**src/rtl/hash_enc_pkg.sv**
```systemverilog
// Shared types, defaults and helpers for the multi-resolution hash grid index generator.
package hash_enc_pkg;

   typedef enum logic [2:0] {
      IDLE,
      SCALE,
      CORNER,
      INDEX,
      OUT
   } state_e;

   localparam logic [31:0] DEF_PRIME1 = 32'h9E3779B1;
   localparam logic [31:0] DEF_PRIME2 = 32'h30025795;

   // Corner number to {z,y,x} offset bits.
   function automatic logic [2:0] corner_offset(input int unsigned c);
      logic [2:0] ofs;
      ofs = 3'(c % 8);
      return ofs;
   endfunction

endpackage

```
**src/rtl/hash_corner_idx.sv**
```systemverilog
// Combinational table address for one grid corner: dense linear index or spatial hash,
// reduced to the level table size and prefixed with the level number.
module hash_corner_idx
   import hash_enc_pkg::*;
#(
   parameter int unsigned RES_W      = 12,
   parameter int unsigned LOG2_TABLE = 12,
   parameter int unsigned LVL_W      = 2,
   parameter logic [31:0] PRIME1     = DEF_PRIME1,
   parameter logic [31:0] PRIME2     = DEF_PRIME2
)(
   input  logic [RES_W:0]                  cx_i,
   input  logic [RES_W:0]                  cy_i,
   input  logic [RES_W:0]                  cz_i,
   input  logic [RES_W-1:0]                res_i,
   input  logic                            dense_i,
   input  logic [LVL_W-1:0]                level_i,
   output logic [LOG2_TABLE+LVL_W-1:0]     addr_o
);

   localparam int unsigned RW1 = RES_W + 1;

   logic [RES_W:0]        span;
   logic [LOG2_TABLE-1:0] dense_loc;
   logic [LOG2_TABLE-1:0] hash_loc;

   // Only the low LOG2_TABLE bits survive, so 32-bit wrap in either path is harmless.
   always_comb begin
      span      = RW1'(res_i) + RW1'(1);
      dense_loc = LOG2_TABLE'(32'(cx_i) + 32'(cy_i) * 32'(span)
                              + 32'(cz_i) * 32'(span) * 32'(span));
      hash_loc  = LOG2_TABLE'(32'(cx_i) ^ (32'(cy_i) * PRIME1) ^ (32'(cz_i) * PRIME2));
      addr_o    = {level_i, (dense_i ? dense_loc : hash_loc)};
   end

endmodule

```
**src/rtl/hash_grid_idx_gen.sv**
```systemverilog
// Multi-resolution hash grid index generator: walks NUM_LEVELS levels per sample and
// emits 8 corner table addresses plus trilinear fractions per level.
module hash_grid_idx_gen
   import hash_enc_pkg::*;
#(
   parameter int unsigned COORD_W    = 16,
   parameter int unsigned RES_W      = 12,
   parameter int unsigned NUM_LEVELS = 4,
   parameter int unsigned LOG2_TABLE = 12,
   parameter logic [31:0] PRIME1     = DEF_PRIME1,
   parameter logic [31:0] PRIME2     = DEF_PRIME2,
   localparam int unsigned LVL_W     = (NUM_LEVELS > 1) ? $clog2(NUM_LEVELS) : 1,
   localparam int unsigned AW        = LOG2_TABLE + LVL_W
)(
   input  logic                          clk,
   input  logic                          rst,
   input  logic                          in_valid,
   output logic                          in_ready,
   input  logic [COORD_W-1:0]            in_x,
   input  logic [COORD_W-1:0]            in_y,
   input  logic [COORD_W-1:0]            in_z,
   input  logic [NUM_LEVELS*RES_W-1:0]   level_res,
   output logic                          out_valid,
   input  logic                          out_ready,
   output logic [8*AW-1:0]               out_idx,
   output logic [3*COORD_W-1:0]          out_frac,
   output logic [LVL_W-1:0]              out_level,
   output logic                          out_last
);

   localparam int unsigned PW  = COORD_W + RES_W;
   localparam int unsigned DW  = 3 * (RES_W + 1);
   localparam int unsigned RW1 = RES_W + 1;

   state_e                        state_q;
   logic [COORD_W-1:0]            coord_q [3];
   logic [NUM_LEVELS*RES_W-1:0]   res_all_q;
   logic [LVL_W-1:0]              level_q;
   logic [RES_W-1:0]              res_q;
   logic                          dense_q;
   logic [RES_W-1:0]              floor_q [3];
   logic [COORD_W-1:0]            frac_q  [3];
   logic [RES_W:0]                lo_q    [3];
   logic [RES_W:0]                hi_q    [3];

   logic                          out_valid_q;
   logic [8*AW-1:0]               out_idx_q;
   logic [3*COORD_W-1:0]          out_frac_q;
   logic [LVL_W-1:0]              out_level_q;
   logic                          out_last_q;

   logic [RES_W-1:0]              res_d;
   logic [DW-1:0]                 span_d;
   logic                          dense_d;
   logic [PW-1:0]                 prod_d  [3];
   logic [RES_W-1:0]              floor_d [3];
   logic [COORD_W-1:0]            frac_d  [3];
   logic [8*AW-1:0]               idx_d;
   logic                          last_lvl;

   assign last_lvl = (level_q == LVL_W'(NUM_LEVELS - 1));

   // Density test is done at full width so (res+1)^3 never wraps.
   always_comb begin
      res_d   = res_all_q[level_q*RES_W +: RES_W];
      span_d  = DW'(res_d) + DW'(1);
      dense_d = (span_d * span_d * span_d) <= (DW'(1) << LOG2_TABLE);
      for (int unsigned i = 0; i < 3; i++) begin
         prod_d[i]  = PW'(coord_q[i]) * PW'(res_d);
         floor_d[i] = prod_d[i][PW-1 -: RES_W];
         frac_d[i]  = prod_d[i][COORD_W-1:0];
      end
   end

   for (genvar c = 0; c < 8; c++) begin : g_corner
      localparam logic [2:0] OFS = corner_offset(c);
      hash_corner_idx #(
         .RES_W      (RES_W),
         .LOG2_TABLE (LOG2_TABLE),
         .LVL_W      (LVL_W),
         .PRIME1     (PRIME1),
         .PRIME2     (PRIME2)
      ) u_idx (
         .cx_i    (OFS[0] ? hi_q[0] : lo_q[0]),
         .cy_i    (OFS[1] ? hi_q[1] : lo_q[1]),
         .cz_i    (OFS[2] ? hi_q[2] : lo_q[2]),
         .res_i   (res_q),
         .dense_i (dense_q),
         .level_i (level_q),
         .addr_o  (idx_d[c*AW +: AW])
      );
   end

   always_ff @(posedge clk) begin
      if (rst) begin
         state_q     <= IDLE;
         coord_q     <= '{default: '0};
         res_all_q   <= '0;
         level_q     <= '0;
         res_q       <= '0;
         dense_q     <= 1'b0;
         floor_q     <= '{default: '0};
         frac_q      <= '{default: '0};
         lo_q        <= '{default: '0};
         hi_q        <= '{default: '0};
         out_valid_q <= 1'b0;
         out_idx_q   <= '0;
         out_frac_q  <= '0;
         out_level_q <= '0;
         out_last_q  <= 1'b0;
      end else begin
         unique case (state_q)
            IDLE: begin
               if (in_valid) begin
                  coord_q[0] <= in_x;
                  coord_q[1] <= in_y;
                  coord_q[2] <= in_z;
                  res_all_q  <= level_res;
                  level_q    <= '0;
                  state_q    <= SCALE;
               end
            end
            SCALE: begin
               res_q   <= res_d;
               dense_q <= dense_d;
               floor_q <= floor_d;
               frac_q  <= frac_d;
               state_q <= CORNER;
            end
            CORNER: begin
               for (int unsigned i = 0; i < 3; i++) begin
                  lo_q[i] <= RW1'(floor_q[i]);
                  hi_q[i] <= RW1'(floor_q[i]) + RW1'(1);
               end
               state_q <= INDEX;
            end
            INDEX: begin
               out_idx_q   <= idx_d;
               out_frac_q  <= {frac_q[2], frac_q[1], frac_q[0]};
               out_level_q <= level_q;
               out_last_q  <= last_lvl;
               out_valid_q <= 1'b1;
               state_q     <= OUT;
            end
            OUT: begin
               if (out_ready) begin
                  out_valid_q <= 1'b0;
                  out_last_q  <= 1'b0;
                  if (last_lvl) begin
                     state_q <= IDLE;
                  end else begin
                     level_q <= level_q + LVL_W'(1);
                     state_q <= SCALE;
                  end
               end
            end
            default: state_q <= IDLE;
         endcase
      end
   end

   assign in_ready  = (state_q == IDLE);
   assign out_valid = out_valid_q;
   assign out_idx   = out_idx_q;
   assign out_frac  = out_frac_q;
   assign out_level = out_level_q;
   assign out_last  = out_last_q;

endmodule
```
**config.mk**
```make
export PLATFORM = sky130hd
export DESIGN_NAME = hash_grid_idx_gen
export DESIGN_NICKNAME = d
export VERILOG_FILES = /design/src/rtl/hash_enc_pkg.sv /design/src/rtl/hash_corner_idx.sv /design/src/rtl/hash_grid_idx_gen.sv
export SDC_FILE = /design/constraint.sdc
export NUM_CORES = 2
export LEC_CHECK = 0
export CAP_MARGIN = 20
export CORE_ASPECT_RATIO = 0.75
export CORE_MARGIN = 2
export CORE_UTILIZATION = 55
export DETAILED_ROUTE_END_ITERATION = 10
export GPL_ROUTABILITY_DRIVEN = 0
export GPL_TIMING_DRIVEN = 0
export PLACE_DENSITY = 0.7
export SLEW_MARGIN = 40
export SYNTH_ARGS = -nofsm -noshare
export SYNTH_HDL_FRONTEND = slang
export SYNTH_HIERARCHICAL = 1
export SYNTH_SLANG_ARGS = --single-unit
```
**constraint.sdc**
```tcl
create_clock -name clk -period 19.1 [get_ports clk]
set_clock_uncertainty 0.1 [all_clocks]
set_input_delay 4.775 -clock clk [delete_from_list [all_inputs] [get_ports clk]]
set_output_delay 4.775 -clock clk [all_outputs]
set_load 0.01 [all_outputs]
```
# After elaboration in Yosys (flattened, before gate mapping)
# Index checks and enable logic that the tools add are counted.
[word_totals]
out_inout_bits = 165
regBits = 436
[op_classes]
n_lt_le_gt_ge = 1
reduce_logical = 7
eq_ne = 8
n_shift = 1
n_mux = 19
n_mul = 16
bitwise_logic = 12
add_sub_neg = 18
[op_table]
columns = ["operator", "n"]
rows = [
  ["$add 12x12->12", 12],
  ["$xor 12x12->12", 12],
  ["$mux 12", 8],
  ["$mul 16x12->28", 3],
  ["$add 12x1->13 const B", 4],
  ["$mul 13x13->26", 2],
  ["$mul 26x13->12", 2],
  ["$shiftx 48x7->12", 1],
  ["$le 39x13->1 const B", 1],
  ["$mul 26x13->39", 1],
  ["$mul 12x32->12 const B", 1],
  ["$mul 13x32->12 const B", 1],
  ["$mul 12x30->12 const B", 1],
  ["$mul 13x30->12 const B", 1],
  ["$mul 12x13->25", 1],
  ["$pmux 3 s5", 1],
  ["$mul 12x13->12", 1],
  ["$mul 13x13->12", 1],
  ["$add 12x1->12 const B", 1],
  ["$eq 3x2->1 const B", 2],
  ["$mux 2", 3],
  ["$mux 3", 2],
  ["$ne 2x2->1 const B", 3],
  ["$reduce_and 2->1", 3],
  ["11 further kinds", 14],
]

# Logic depth before layout (Yosys ltp)
[depth]
depth_word = 6
ltp_mapped = 58

# By module
# The synthesis kept the hierarchy.
[modules_own_cells]
columns = ["module", "area_each_um2", "n_inst", "cells_per_inst"]
rows = [
  ["hash_corner_idx at g_corner[0].u_idx ...", 9327.7, 6, 1085],
  ["hash_grid_idx_gen", 48420.2, 1, 5809],
  ["hash_corner_idx at g_corner[6].u_idx", 9344.0, 1, 1077],
  ["hash_corner_idx at g_corner[7].u_idx", 9073.7, 1, 1033],
]

# Least setup slack after synthesis
# OpenSTA, ideal clock, no wires.
[synth_path]
path_type = "reg-to-reg"
startpoint = "reg level_q[0]"
endpoint = "reg dense_q"
required_time_ns = 18.931
slack_ns = 5.635
arrival_time_ns = 13.296
stages_incl_launch_ff = 52
synth_period_minus_slack_ns = 13.465
cell_sequence = "dfxtp_1 buf_4 buf_6 mux2_2 o21ai_1 inv_1 clkbuf_1 clkbuf_1 ha_1 and3_1 clkbuf_1 nand3_1 xor2_2 inv_2 clkbuf_1 nand2_1 fa_1 fa_1 [... 16 more ...] fa_1 inv_1 fa_1 fa_1 inv_1 fa_1 inv_1 ha_1 a21oi_1 o211ai_1 or2_2 nor4_2 o21ai_2 o31ai_1 mux2i_1 nand2_1 or4_1 o21ai_1"
[synth_via]
elab_chain_len = 6
[synth_lines]
columns = ["element", "line_no", "rtl"]
rows = [
  ["from (decl)", "hash_grid_idx_gen.sv:38", "logic [LVL_W-1:0] level_q;"],
  ["from (signal assigned)", "hash_grid_idx_gen.sv:152", "level_q <= level_q + LVL_W'(1);"],
  ["$mul 2x2->4 *", "hash_grid_idx_gen.sv:65", "res_d = res_all_q[level_q*RES_W +: RES_W];"],
  ["$shiftx 48x7->12 *", "hash_grid_idx_gen.sv:65", ""],
  ["named net res_d[0]", "hash_grid_idx_gen.sv:52", "logic [RES_W-1:0] res_d;"],
  ["$add 12x1->13 *", "hash_grid_idx_gen.sv:66", "span_d = DW'(res_d) + DW'(1);"],
  ["$mul 13x13->26", "hash_grid_idx_gen.sv:67", "dense_d = (span_d * span_d * span_d) <= (DW'(1) << LOG2_TABLE);"],
  ["$mul 26x13->39 *", "hash_grid_idx_gen.sv:67", ""],
  ["$le 39x13->1 *", "hash_grid_idx_gen.sv:67", ""],
  ["to (signal assigned)", "hash_grid_idx_gen.sv:125", "dense_q <= dense_d;"],
  ["to (decl)", "hash_grid_idx_gen.sv:40", "logic dense_q;"],
]
# Mark *: on every way through the listed nets, which the timed path passes. The rest lies on a longest branch.
# A chain may end at the register's enable or synchronous reset.

# Worst setup path after layout
[layout_path]
startpoint = "reg level_q[1]"
endpoint = "reg dense_q"
# The elaborated chain is that of the path after synthesis.

==> flow_summary.ini <==
[cts]
htreeDepth = 2
cts_hold_buf = 0
clkTransAtPathRegs_ns = 0.10
cts-root-buf = clkbuf_16
cts_sinks = 434
postCtsSetupBuffers = 0
cts_buffer_depth = 3
cts_buffers = 50
clk-insertion-delay-late_ns = 0.76
cts_tree = built
cts_resized = 0

[timing]
tns_ns = 0
max_clock_freq_mhz = 58.6
setup_viol = 0
fin_crit_sh = 0.893
finalWorstSetupSlack_ns = 2.04
relSlewSlack = 0.337
final-max-slew-violation-count = 0
rsz0062_at_grt = no
fin_crit_ns = 17.06
hold_violations = 0
whs_ns = 0.353
worst_pin_slew_ns = 0.994

[route]
via_count = 97500
drt_wl_total_mm = 384
via_per_inst = 5.48
first_pass_iters = 6
wl_per_cell_um = 21.6
route.detailed.drc = 0
ant_nets = 0
drtIter0Drc = 8992

[worst_setup_path]
arrival_ns = 17.63
cpMaxStageDelayCell = dfxtp_4
endpoint_kind = flop
cp_slowest_stage_delay_ns = 0.72
path_delay_family = adder cells
cp.required_ns = 19.67
crit_top_cell = fa_1
crit_type = reg -> reg
worstSetupStartpointType = flop
crit_buf_inv = 13
cp.depth = 50
rrSetupSlack_ns = 2.04
path_max_fanout = 11
r2r_cells = 50

[pwr]
internal_power_mw = 2.74
swShare = 0.494
power_density_nw_per_um2 = 41.0
pwr-share-seq = 0.197
power_mw = 5.41
p_switching_mw = 2.67
vdd_drop_max_mv = 0.0739
pwr-share-clk = 0.194
leakagePower_nw = 64.5
combPwrFrac = 0.609

[hold_path]
hp-class = reg -> reg
hold_depth = 2

[floorplanning]
rows = 150
core_area_um2 = 222000
die_w_um = 549
initial_core_util = 0.552
fp.dieH_um = 413
fp.dieArea_um2 = 227000
io-pin-count = 265

[layout]
regArea_um2 = 8870
syn2layout_area_growth_pct = 7.57
num-fill-cells = 20000
multi_input_area_um2 = 100000
drive_above_1_share = 0.0325
fin_nets = 18500
final_cells = 17800

[place]
placed_cells = 17700
port_buffers = 263
pre_cts_ws_ns = 2.06
place_hpwl_mm = 308

[flow_run]
drv_cap = 0

[grt]
antenna_found_initial = 18
grt_pass1_vias = 99000
grt_max_degree = 38
gr-usage-all-layers = 0.344
grt_remaining_overflow = 0
grt_pass1_wl_mm = 593

[synthesis]
synth_cells = 14400
yosysWarningCount = 6
syn-cell-area_um2 = 123000
syn_area_per_cell_um2 = 8.51

[outcome]
outcome = finished, final reports clean
-- per-stage QoR --
| stage | util | area, um^2 |
|---|---|---|
| 2_1_floorplan | - | 123000 |
| 4_1_cts | 0.593 | 132000 |
| 3_3_place_gp | 0.581 | 129000 |
| 6_report | 0.594 | 132000 |
| 3_5_place_dp | 0.586 | 130000 |
| 5_1_grt | 0.594 | 132000 |
-- worst reg2reg max path: cells and delay by family (launching register included) --
| family | cells | cell delay [ns] |
|---|---|---|
| flip-flops | 1 | 0.72 |
| AO/OA/AOI/OAI | 10 | 1.99 |
| buffers and inverters | 13 | 3.18 |
| adder cells (fa/ha/maj) | 13 | 6.35 |
| AND/OR/NAND/NOR | 12 | 3.72 |
| XOR/XNOR | 1 | 0.64 |
| multiplexers | 1 | 0.34 |
-- sequential cells by signal, indices dropped and copies added (netlist names), 2 cells and up --
signal / cells
out_level: 2
res_q: 12
hi_q: 36
res_all_q: 48
lo_q: 36
state_q: 3
frac_q: 48
floor_q: 36
out_frac: 48
coord_q: 48
out_idx: 112
level_q: 2
-- per-layer routing --
layer  track usage  share of wire
met1         0.483           0.42
met2         0.484           0.40
met3         0.113           0.13
met4         0.143          0.051
met5             0        0.00015
-- power by group through the flow --
stage	Clock, mW	Combinational [mW]	Sequential, mW
3_5_place_dp	0	3.21	1.08
3_3_place_gp	0	3.12	1.11
2_1_floorplan	0	2.28	1.02
6_report	1.05	3.29	1.07
4_1_cts	1.06	3.24	1.06
5_1_grt	1.10	3.65	1.07
-- final cells by class --
type | instances | share of cell area
Multi-Input combinational cell | 10300 | 0.760
Tap cell | 2964 | 0.0281
Inverter | 3008 | 0.0855
Timing Repair Buffer | 294 | 0.0252
Clock buffer | 66 | 0.0107
Buffer | 643 | 0.0208
Sequential cell | 434 | 0.0672
Clock inverter | 25 | 0.00226
Antenna cell | 14 | 0.000265
-- worst paths after layout --
check | from | end
max | level_q[1]$_SDFFE_PP0P_ | dense_q$_SDFFE_PP0P_
min | out_idx[85]$_SDFFE_PP0P_ | out_idx[85]$_SDFFE_PP0P_
max reg2reg | level_q[1]$_SDFFE_PP0P_ | dense_q$_SDFFE_PP0P_
min reg2reg | out_idx[85]$_SDFFE_PP0P_ | out_idx[85]$_SDFFE_PP0P_
-- placed cells by master, fill, tap and decap left out, drive strengths merged, types with 201 or more instances in the layout --
master            n
a21oi           652
and2            679
clkbuf          596
clkdlybuf4s50   263
dfxtp           434
fa             2073
ha             1539
inv            3013
nand2          2268
nand2b          247
nor2            505
nor2b           201
xnor2           939
xor2            246
Power figures use the tool's default switching activity.
